`src/rtl/speed_ramp_pkg.sv`:
```
// Shared types and helpers for the motor speed ramp controller.
package speed_ramp_pkg;

  localparam int SPEED_W = 3;
  localparam logic [SPEED_W-1:0] DUTY_MAX = 3'd7;

  typedef logic [SPEED_W-1:0] speed_t;

  typedef enum logic [2:0] {
    IDLE  = 3'd0,
    RAMP  = 3'd1,
    HOLD  = 3'd2,
    BRAKE = 3'd3,
    DEAD  = 3'd4
  } ramp_state_e;

  // Where the controller goes right after a (re)target is loaded.
  function automatic ramp_state_e route_state(input speed_t duty, input logic dir,
                                               input speed_t tgt, input logic tgt_dir);
    ramp_state_e res;
    if (tgt_dir != dir) begin
      if (duty == '0) res = DEAD;
      else            res = BRAKE;
    end else if (tgt == duty) begin
      if (tgt != '0) res = HOLD;
      else           res = IDLE;
    end else begin
      res = RAMP;
    end
    return res;
  endfunction

endpackage

```
`src/rtl/tick_strobe.sv`:
```
// Free-running interval counter with synchronous clear and one-cycle strobe.
// RAMP_DEBUG_EN exposes the live count.
module tick_strobe #(
  parameter int               CNT_W = 28,
  parameter logic [CNT_W-1:0] TICKS = 28'd1000000
) (
  input  logic             clock,
  input  logic             reset_n,
  input  logic             clear,
  input  logic             enable,
  output logic             strobe
`ifdef RAMP_DEBUG_EN
  ,
  output logic [CNT_W-1:0] count_out
`endif
);

  localparam logic [CNT_W-1:0] LAST = TICKS - 1'b1;

  logic [CNT_W-1:0] count;

  assign strobe = enable && (count == LAST);

  always_ff @(posedge clock) begin
    if (!reset_n || clear) begin
      count <= '0;
    end else if (enable) begin
      if (strobe) count <= '0;
      else        count <= count + 1'b1;
    end
  end

`ifdef RAMP_DEBUG_EN
  assign count_out = count;
`endif

endmodule

```
`src/rtl/speed_ramp_ctrl.sv`:
```
// Slews the PWM duty step toward a commanded speed and sequences direction
// reversal through brake and dead time. RAMP_DEBUG_EN adds debug outputs.
module speed_ramp_ctrl
  import speed_ramp_pkg::*;
#(
  parameter int               CNT_W      = 28,
  parameter logic [CNT_W-1:0] RAMP_TICKS = 28'd1000000,
  parameter logic [CNT_W-1:0] DEAD_TICKS = 28'd500000
) (
  input  logic               clock,
  input  logic               reset_n,
  input  logic               cmd_valid,
  output logic               cmd_ready,
  input  logic [SPEED_W-1:0] cmd_speed,
  input  logic               cmd_dir,
  input  logic               estop,
  output logic [SPEED_W-1:0] dutyCycle,
  output logic               direction,
  output logic               at_target
`ifdef RAMP_DEBUG_EN
  ,
  output logic [CNT_W-1:0]   debugCounter,
  output logic [2:0]         debugState
`endif
);

  ramp_state_e state, state_nxt;
  speed_t      target, tgt_nxt, duty_nxt;
  logic        target_dir, tdir_nxt, dir_nxt;
  logic        accept;
  logic        ramp_en, ramp_clr, ramp_stb;
  logic        dead_en, dead_clr, dead_stb;

  // One saturating duty step toward tgt; never wraps past 0 or DUTY_MAX.
  function automatic speed_t step_toward(input speed_t duty, input speed_t tgt);
    speed_t res;
    res = duty;
    if (duty < tgt && duty != DUTY_MAX) res = duty + 1'b1;
    else if (duty > tgt && duty != '0)  res = duty - 1'b1;
    return res;
  endfunction

  assign cmd_ready = (state != DEAD) && !estop;
  assign accept    = cmd_valid && cmd_ready;
  assign at_target = (dutyCycle == target) && (direction == target_dir);

  always_comb begin
    state_nxt = state;
    duty_nxt  = dutyCycle;
    dir_nxt   = direction;
    tgt_nxt   = target;
    tdir_nxt  = target_dir;
    if (estop) begin
      state_nxt = IDLE;
      duty_nxt  = '0;
      tgt_nxt   = '0;
      tdir_nxt  = direction;
    end else if (accept) begin
      // A command always wins over a coincident strobe: retarget, no step.
      tgt_nxt = cmd_speed;
      if (cmd_speed != '0) tdir_nxt = cmd_dir;
      state_nxt = route_state(dutyCycle, direction, tgt_nxt, tdir_nxt);
    end else begin
      case (state)
        RAMP: begin
          if (target_dir != direction) begin
            state_nxt = BRAKE;
          end else if (ramp_stb) begin
            duty_nxt = step_toward(dutyCycle, target);
            if (duty_nxt == target) begin
              if (target != '0) state_nxt = HOLD;
              else              state_nxt = IDLE;
            end
          end
        end
        BRAKE: begin
          if (target_dir == direction) begin
            state_nxt = route_state(dutyCycle, direction, target, target_dir);
          end else if (dutyCycle == '0) begin
            state_nxt = DEAD;
          end else if (ramp_stb) begin
            duty_nxt = step_toward(dutyCycle, '0);
            if (duty_nxt == '0) state_nxt = DEAD;
          end
        end
        DEAD: begin
          duty_nxt = '0;
          if (dead_stb) begin
            dir_nxt = target_dir;
            if (target != '0) state_nxt = RAMP;
            else              state_nxt = IDLE;
          end
        end
        default: ;
      endcase
    end
  end

  always_ff @(posedge clock) begin
    if (!reset_n) begin
      state      <= IDLE;
      dutyCycle  <= '0;
      direction  <= 1'b0;
      target     <= '0;
      target_dir <= 1'b0;
    end else begin
      state      <= state_nxt;
      dutyCycle  <= duty_nxt;
      direction  <= dir_nxt;
      target     <= tgt_nxt;
      target_dir <= tdir_nxt;
    end
  end

  // Both interval timers restart on every state change so each phase gets full length.
  assign ramp_en  = (state == RAMP) || (state == BRAKE);
  assign ramp_clr = estop || accept || (state_nxt != state);
  assign dead_en  = (state == DEAD);
  assign dead_clr = estop || (state_nxt != state);

`ifdef RAMP_DEBUG_EN
  logic [CNT_W-1:0] ramp_cnt, dead_cnt;
`endif

  tick_strobe #(
    .CNT_W (CNT_W),
    .TICKS (RAMP_TICKS)
  ) u_ramp_tick (
    .clock     (clock),
    .reset_n   (reset_n),
    .clear     (ramp_clr),
    .enable    (ramp_en),
    .strobe    (ramp_stb)
`ifdef RAMP_DEBUG_EN
    ,
    .count_out (ramp_cnt)
`endif
  );

  tick_strobe #(
    .CNT_W (CNT_W),
    .TICKS (DEAD_TICKS)
  ) u_dead_tick (
    .clock     (clock),
    .reset_n   (reset_n),
    .clear     (dead_clr),
    .enable    (dead_en),
    .strobe    (dead_stb)
`ifdef RAMP_DEBUG_EN
    ,
    .count_out (dead_cnt)
`endif
  );

`ifdef RAMP_DEBUG_EN
  assign debugCounter = (state == DEAD) ? dead_cnt : ramp_cnt;
  assign debugState   = state;
`endif

endmodule

```
`config.mk`:
```
export PLATFORM = sky130hd
export DESIGN_NAME = speed_ramp_ctrl
export DESIGN_NICKNAME = d
export VERILOG_FILES = /design/src/rtl/speed_ramp_pkg.sv /design/src/rtl/tick_strobe.sv /design/src/rtl/speed_ramp_ctrl.sv
export SDC_FILE = /design/constraint.sdc
export NUM_CORES = 1
export LEC_CHECK = 0
export CAP_MARGIN = 20
export CORE_MARGIN = 10
export CORE_UTILIZATION = 45
export DETAILED_ROUTE_END_ITERATION = 7
export HOLD_SLACK_MARGIN = 0.03
export PLACE_DENSITY_LB_ADDON = 0.12
export SLEW_MARGIN = 20
export SYNTH_ARGS = -nofsm -noshare
export SYNTH_HDL_FRONTEND = slang
export SYNTH_SLANG_ARGS = --single-unit
```
`constraint.sdc`:
```
create_clock -name clock -period 2.6 [get_ports clock]
set_input_delay 0.52 -clock clock [delete_from_list [all_inputs] [get_ports clock]]
set_output_delay 0.52 -clock clock [all_outputs]
set_load 0.1 [all_outputs]
```
== Word level (Yosys, flattened, before mapping) ==
Cells that the tools add are included.

* Register bits: 67
* Bits in latches: 0
* Memory bits (writable): 0
* ROM bits: 0
* Input port bits: 8
* Output and inout port bits: 6
* Logic and storage cells: 113
* Memories: 0

* Add/subtract/negate cells: 4
* Multipliers: 0
* Divide/modulo/power cells: 0
* $lt $le $gt $ge: 4
* Equality and inequality tests: 21
* Shifts and indexed selects: 0
* Mux-type cells: 47
* Bitwise operators: 3
* Reductions and logical operators: 27

{| class="wikitable"
|+ Operators with widths
! kind !! number
|-
| $mux 3 || 35
|-
| $add 28x1->28 const B || 2
|-
| $mux 28 || 2
|-
| $eq 28x19->1 const B || 1
|-
| $eq 28x20->1 const B || 1
|-
| $pmux 3 s3 || 2
|-
| $eq 3x3->1 || 4
|-
| $reduce_bool 3->1 || 4
|-
| $ne 2x2->1 const B || 5
|-
| $logic_and 1x1->1 || 9
|-
| $reduce_and 7->1 || 1
|-
| $logic_not 3->1 || 2
|-
| $logic_or 1x1->1 || 6
|-
| $mux 1 || 6
|-
| $ne 3x3->1 const B || 2
|-
| $mux 2 || 2
|-
| $reduce_and 4->1 || 1
|-
| $add 3x1->3 const B || 1
|-
| $eq 3x1->1 const B || 1
|-
| $eq 3x2->1 const B || 1
|-
| $eq 3x3->1 const B || 1
|-
| $gt 3x1->1 const B || 1
|-
| $gt 3x3->1 || 1
|-
| $lt 3x1->1 const B || 1
|-
| other kinds (9) || 14
|}

== Depth between registers and ports, before layout ==
* Depth in word-level cells: 21
* Mapped depth: 12
* Mapped depth without buffers: 9

== Cells and area by module ==
Synthesis repeated with hierarchy kept, for this count alone.

* Cell total of the unflattened synthesis: 513
* Area total of the unflattened synthesis: 4141.5 um^2

{| class="wikitable"
|+ By module, submodules not included
! module !! times used !! cells each !! area each (um^2) !! sequential area each (um^2)
|-
| tick_strobe (u_dead_tick) || 1 || 173 || 1487.7 || 560.5
|-
| tick_strobe (u_ramp_tick) || 1 || 169 || 1423.9 || 560.5
|-
| speed_ramp_ctrl || 1 || 171 || 1229.9 || 220.2
|}

== Worst setup path after synthesis ==
No wires, ideal clock.

* Kind: reg-to-reg
* Start point: register dutyCycle[0]
* End point: register u_ramp_tick.count[13]
* Setup time: 119 ps
* Data arrival time: 4339 ps
* Data required time: 2481 ps
* Setup slack: -1859 ps
* Cell stages (with the launch flop): 12
* Path buffers: 3
* Clock period less this slack: 4459 ps
* Path through: dfxtp_1 -> buf_2 -> inv_1 -> ha_1 -> nand3_1 -> nor2_1 -> nor4b_1 -> or3_1 -> a211oi_2 -> buf_6 -> buf_12 -> nor3_2

* Word-level cells in the longest chain between the ends: 21
* Elaborated cells on any way between the ends: 50
* Those cells by class: 2 x add/sub; 4 x order compare; 5 x eq/ne; 30 x mux; 9 x reduce/logical

{| class="wikitable"
|+ Ends and longest elaborated chain
! element !! line !! source
|-
| start, declared || speed_ramp_ctrl.sv:17 || <nowiki>output logic [SPEED_W-1:0] dutyCycle,</nowiki>
|-
| start signal, assigned || speed_ramp_ctrl.sv:108 || <nowiki>dutyCycle <= duty_nxt;</nowiki>
|-
| $gt 3x1->1 or $reduce_bool 3->1 (tied branches) || speed_ramp_ctrl.sv:39 || <nowiki>else if (duty > tgt && duty != '0) res = duty - 1'b1;</nowiki>
|-
| $logic_and 1x1->1 || speed_ramp_ctrl.sv:39 ||
|-
| $mux 3 || speed_ramp_ctrl.sv:39 ||
|-
| $mux 3 || speed_ramp_ctrl.sv:38 || <nowiki>if (duty < tgt && duty != DUTY_MAX) res = duty + 1'b1;</nowiki>
|-
| $mux 3 || speed_ramp_ctrl.sv:81 || <nowiki>end else if (ramp_stb) begin</nowiki>
|-
| $mux 3 || speed_ramp_ctrl.sv:79 || <nowiki>end else if (dutyCycle == '0) begin</nowiki>
|-
| $mux 3 || speed_ramp_ctrl.sv:77 || <nowiki>if (target_dir == direction) begin</nowiki>
|-
| $mux 3 || speed_ramp_ctrl.sv:64 || <nowiki>case (state)</nowiki>
|-
| [... 5 more ...] || - ||
|-
| $mux 3 || speed_ramp_ctrl.sv:79 ||
|-
| $mux 3 || speed_ramp_ctrl.sv:77 ||
|-
| $pmux 3 s3 || speed_ramp_ctrl.sv:64 ||
|-
| $mux 3 (*) || speed_ramp_ctrl.sv:58 || <nowiki>end else if (accept) begin</nowiki>
|-
| $mux 3 (*) || speed_ramp_ctrl.sv:53 || <nowiki>if (estop) begin</nowiki>
|-
| $ne 3x3->1 (*) || speed_ramp_ctrl.sv:117 || <nowiki>assign ramp_clr = estop || accept || (state_nxt != state);</nowiki>
|-
| $logic_or 1x1->1 (*) || speed_ramp_ctrl.sv:117 ||
|-
| $logic_or 1x1->1 (*) || tick_strobe.sv:25 || <nowiki>if (!reset_n || clear) begin</nowiki>
|-
| end signal, assigned || tick_strobe.sv:29 || <nowiki>else count <= count + 1'b1;</nowiki>
|-
| end, declared || tick_strobe.sv:20 || <nowiki>logic [CNT_W-1:0] count;</nowiki>
|}

Every way passes the cells marked *; elsewhere a longest branch is shown, timed or not. The select of a mux whose other input is x is not followed.
A chain may end at the register's enable or synchronous reset.

== Worst setup path after layout ==
* Start point: register dutyCycle[0]
* End point: register u_ramp_tick.count[21]

Same word-level chain as after synthesis.

==> flow_metrics.env <==
export IMPL_status="finished, violations left"
export IMPL_violations="negative setup slack"
export IMPL_crit_slowest_cell="dfxtp_4"
export IMPL_layout_min_cycle_time_ns=2.84
export IMPL_drt_initial_drc_count=227
export IMPL_grt_pass1_wl_um=18700
export IMPL_die_area_mm2=0.0141
export IMPL_dp_cells=726
export IMPL_drive_gt1_share_pct=40.3
export IMPL_worstReg2RegStart="dutyCycle[0]"
export IMPL_setup_ws_ns=-0.243
export IMPL_drt_pass1_iterations=4
export IMPL_synth_seq_cells=67
export IMPL_synthMuxAreaShare_pct=1.14
export IMPL_multi_input_area_mm2=0.00313
export IMPL_hold_viol_final=0
export IMPL_synth_edf_count=0
export IMPL_stdcell_count=757
export IMPL_ys_flop_type="dfxtp_1"
export IMPL_cts_sinks=67
export IMPL_ant_nets=0
export IMPL_start_util_pct=46.6
export IMPL_cp_slowest_stage_delay_ns=0.36
export IMPL_seq_area_mm2=0.00135
export IMPL_fmax_mhz=352
export IMPL_min_from="u_dead_tick.count[17]"
export IMPL_async_flop_share_pct=0
export IMPL_path_buf_inv=4
export IMPL_avgSynthCellArea_um2=8.81
export IMPL_core_area_mm2=0.00937
export IMPL_synthAdderAreaFrac_pct=2.58
export IMPL_tightest_slew_ns=0.979
export IMPL_synth_nets=513
export IMPL_antenna_found_initial=0
export IMPL_cts_buffers_inserted=9
export IMPL_synth_xor_area_share_pct=11.4
export IMPL_via_count=4186
export IMPL_final_core_util_pct=67.1
export IMPL_synth_seq_area_share_pct=30.7
export IMPL_crit_family="compound AO/OA/AOI/OAI gates"
export IMPL_cts_tree="yes"
export IMPL_crit_fanout=9
export IMPL_vias_per_cell=5.53
export IMPL_dpl_cell_area_mm2=0.00552
export IMPL_synth_warnings=0
export IMPL_clock_path_buffers=2
export IMPL_synth_area_mm2=0.00437
export IMPL_io_pins=14
export IMPL_grtUsageTotal_pct=15.5
export IMPL_row_count=35
export IMPL_p_total_uw=2390
export IMPL_whs_ns=0.547
export IMPL_timing_slew_headroom_pct=34.5
export IMPL_vdd_ir_drop_max_uv=246
export IMPL_finish_instance_area_mm2=0.00629
export IMPL_nets=640
export IMPL_remaining_drc_errors=0
export IMPL_fillers=801
export IMPL_antenna_cells=0
export IMPL_grt_max_degree=26
export IMPL_drv_cap=0
export IMPL_startpoint="dutyCycle[0]"
export IMPL_hold_class="flip-flop to flip-flop"
export IMPL_fin_worst_skew_ns=0.0113
export IMPL_clk_pin_slew_ns=0.08
export IMPL_clk_root_buffer_cell="clkbuf_8"
export IMPL_htreeDepth=3
export IMPL_io_buffers=13
export IMPL_synth_top_family_by_area="simple AND/OR/NAND/NOR gates"
export IMPL_hpwl_um=8090
export IMPL_p_per_area_mw_per_mm2=379
export IMPL_grt_pass1_vias=3911
export IMPL_die_height_um=119
export IMPL_min_period_over_period_pct=109
export IMPL_p_leak_uw=0.00231
export IMPL_yosys_area_share_simple_pct=37.8
export IMPL_synth_distinct_cells=73
export IMPL_synth_compound_area_share_pct=10.8
export IMPL_cp_data_arrival_time_ns=3.09
export IMPL_cp_common_cell="buf_12"
export IMPL_rsz0062_at_grt="yes"
export IMPL_end_kind="flip-flop"
export IMPL_cp_required_ns=2.84
export IMPL_gp_congestion=0.860
export IMPL_critPathKind="flip-flop to flip-flop"
export IMPL_insertion_delay_ns=0.35
export IMPL_netlist_instances=496
export IMPL_maxSlewViolCount=0
export IMPL_gr_total_overflow=0
export IMPL_die_w_um=119
export IMPL_drt_total_wl_um=11900
export IMPL_finalSetupViolations=56
export IMPL_startpoint_type="flip-flop"
export IMPL_wire_per_inst_um=15.8
export IMPL_worstPathCellList="buf_4 > ha_1 > ha_1 > and4_1 > a31o_4 > o21a_1 > o211ai_1 > a211oi_4 > buf_12 > buf_12 > buf_12 > nor4_2"
export IMPL_synthToLayoutAreaGrowth_pct=43.8
-- cell type report --
type	count	share of cell area, %
Sequential cell	67	21.5
Multi-Input combinational cell	391	49.8
Clock buffer	10	2.03
Timing Repair Buffer	144	22.0
Clock inverter	6	1.43
Tap cell	129	2.57
Inverter	10	0.716
-- flip-flops by register name, summed over array words and instances, names as in the netlist --
name and flops:
u_ramp_tick.count 28, target 3, u_dead_tick.count 28, target_dir 1, dutyCycle 3, direction 1, state 3
-- power by group --
group          internal (uW)  total, uW  switching, uW  leakage [uW]
Clock                    542        986            444      0.000106
Combinational            175        370            196       0.00166
Sequential              1030       1030           2.69      0.000543
Total                   1740       2390            642       0.00231
-- metal layers --
metal	vias up	wire, um	global-route usage, %
met3	13	404	3.19
met2	65	5760	25.3
met1	2035	5660	20.3
met5	-	0	0
met4	0	123	4.05
li1	2073	-	-
-- worst paths after layout --
check                          endpoint  cells past startpoint  slack (ns)
setup / recovery  u_ramp_tick.count[21]                     12       -0.24
setup reg to reg  u_ramp_tick.count[21]                     12       -0.24
hold / removal    u_dead_tick.count[17]                      2        0.55
hold reg to reg   u_dead_tick.count[17]                      2        0.55
-- timing repair --
item	CTS	global route
endpoints found under the setup margin	57	57
gates resized for setup	8	58
gates cloned	0	5
hold buffers	0	0
pin swaps	0	29
buffers inserted	1	9
-- placed cells by master (no fill, tap or decap), drive strengths merged, types with 3 or more instances in the layout --
master / n
nand3: 26
nor2b: 6
mux2i: 5
and2: 4
o211ai: 7
or3: 4
nor2: 20
clkbuf: 15
buf: 132
dlymetal6s2s: 3
nand2b: 6
nor4: 21
clkinv: 3
and3: 7
nand3b: 4
nor4b: 6
xnor2: 24
nor3b: 4
and4: 8
o21ai: 8
ha: 9
dfxtp: 67
nand2: 55
xor2: 33
inv: 10
a31oi: 5
clkdlybuf4s50: 4
nand4: 18
a21oi: 18
nor3: 57
a211oi: 3
-- Yosys cell counts, drive strengths merged (9+ instances only) --
cell type  number  share of area (%)
a21oi          18                2.1
clkbuf         11                1.0
nand4          18                2.6
nor3           57                 11
inv            10               0.86
nor4           21                3.8
nand2          55                4.8
buf            17                3.7
xor2           33                6.6
nor2           20                1.7
dfxtp          67                 31
xnor2          24                4.8
nand3          26                3.1
ha              9                2.6
-- tightest hold or removal path: stages, from the launching register on --
cell     delay (ns)
dfxtp_1        0.34
xor2_1         0.08
nor3_2         0.09
-- per-stage QoR --
| step | setup slack, ns | setup TNS (ns) |
|---|---|---|
| 6_report | -0.243 | -9.11 |
| 4_1_cts | -0.176 | -7.04 |
| 3_3_place_gp | -0.540 | -27.71 |
| 3_5_place_dp | -0.600 | -30.14 |
| 5_1_grt | -0.319 | -15.70 |
| 2_1_floorplan | -0.330 | -16.87 |
-- cells by family (layout without fill, tap and decap cells) --
group                    after synthesis  after routing
adder cells (fa/ha/maj)                9              9
AND/OR/NAND/NOR                      256            256
XOR/XNOR                              57             57
AO/OA/AOI/OAI                         64             64
multiplexers                           5              5
flip-flops                            67             67
buffers and inverters                 38            170
(Power assumes the default switching activity.)
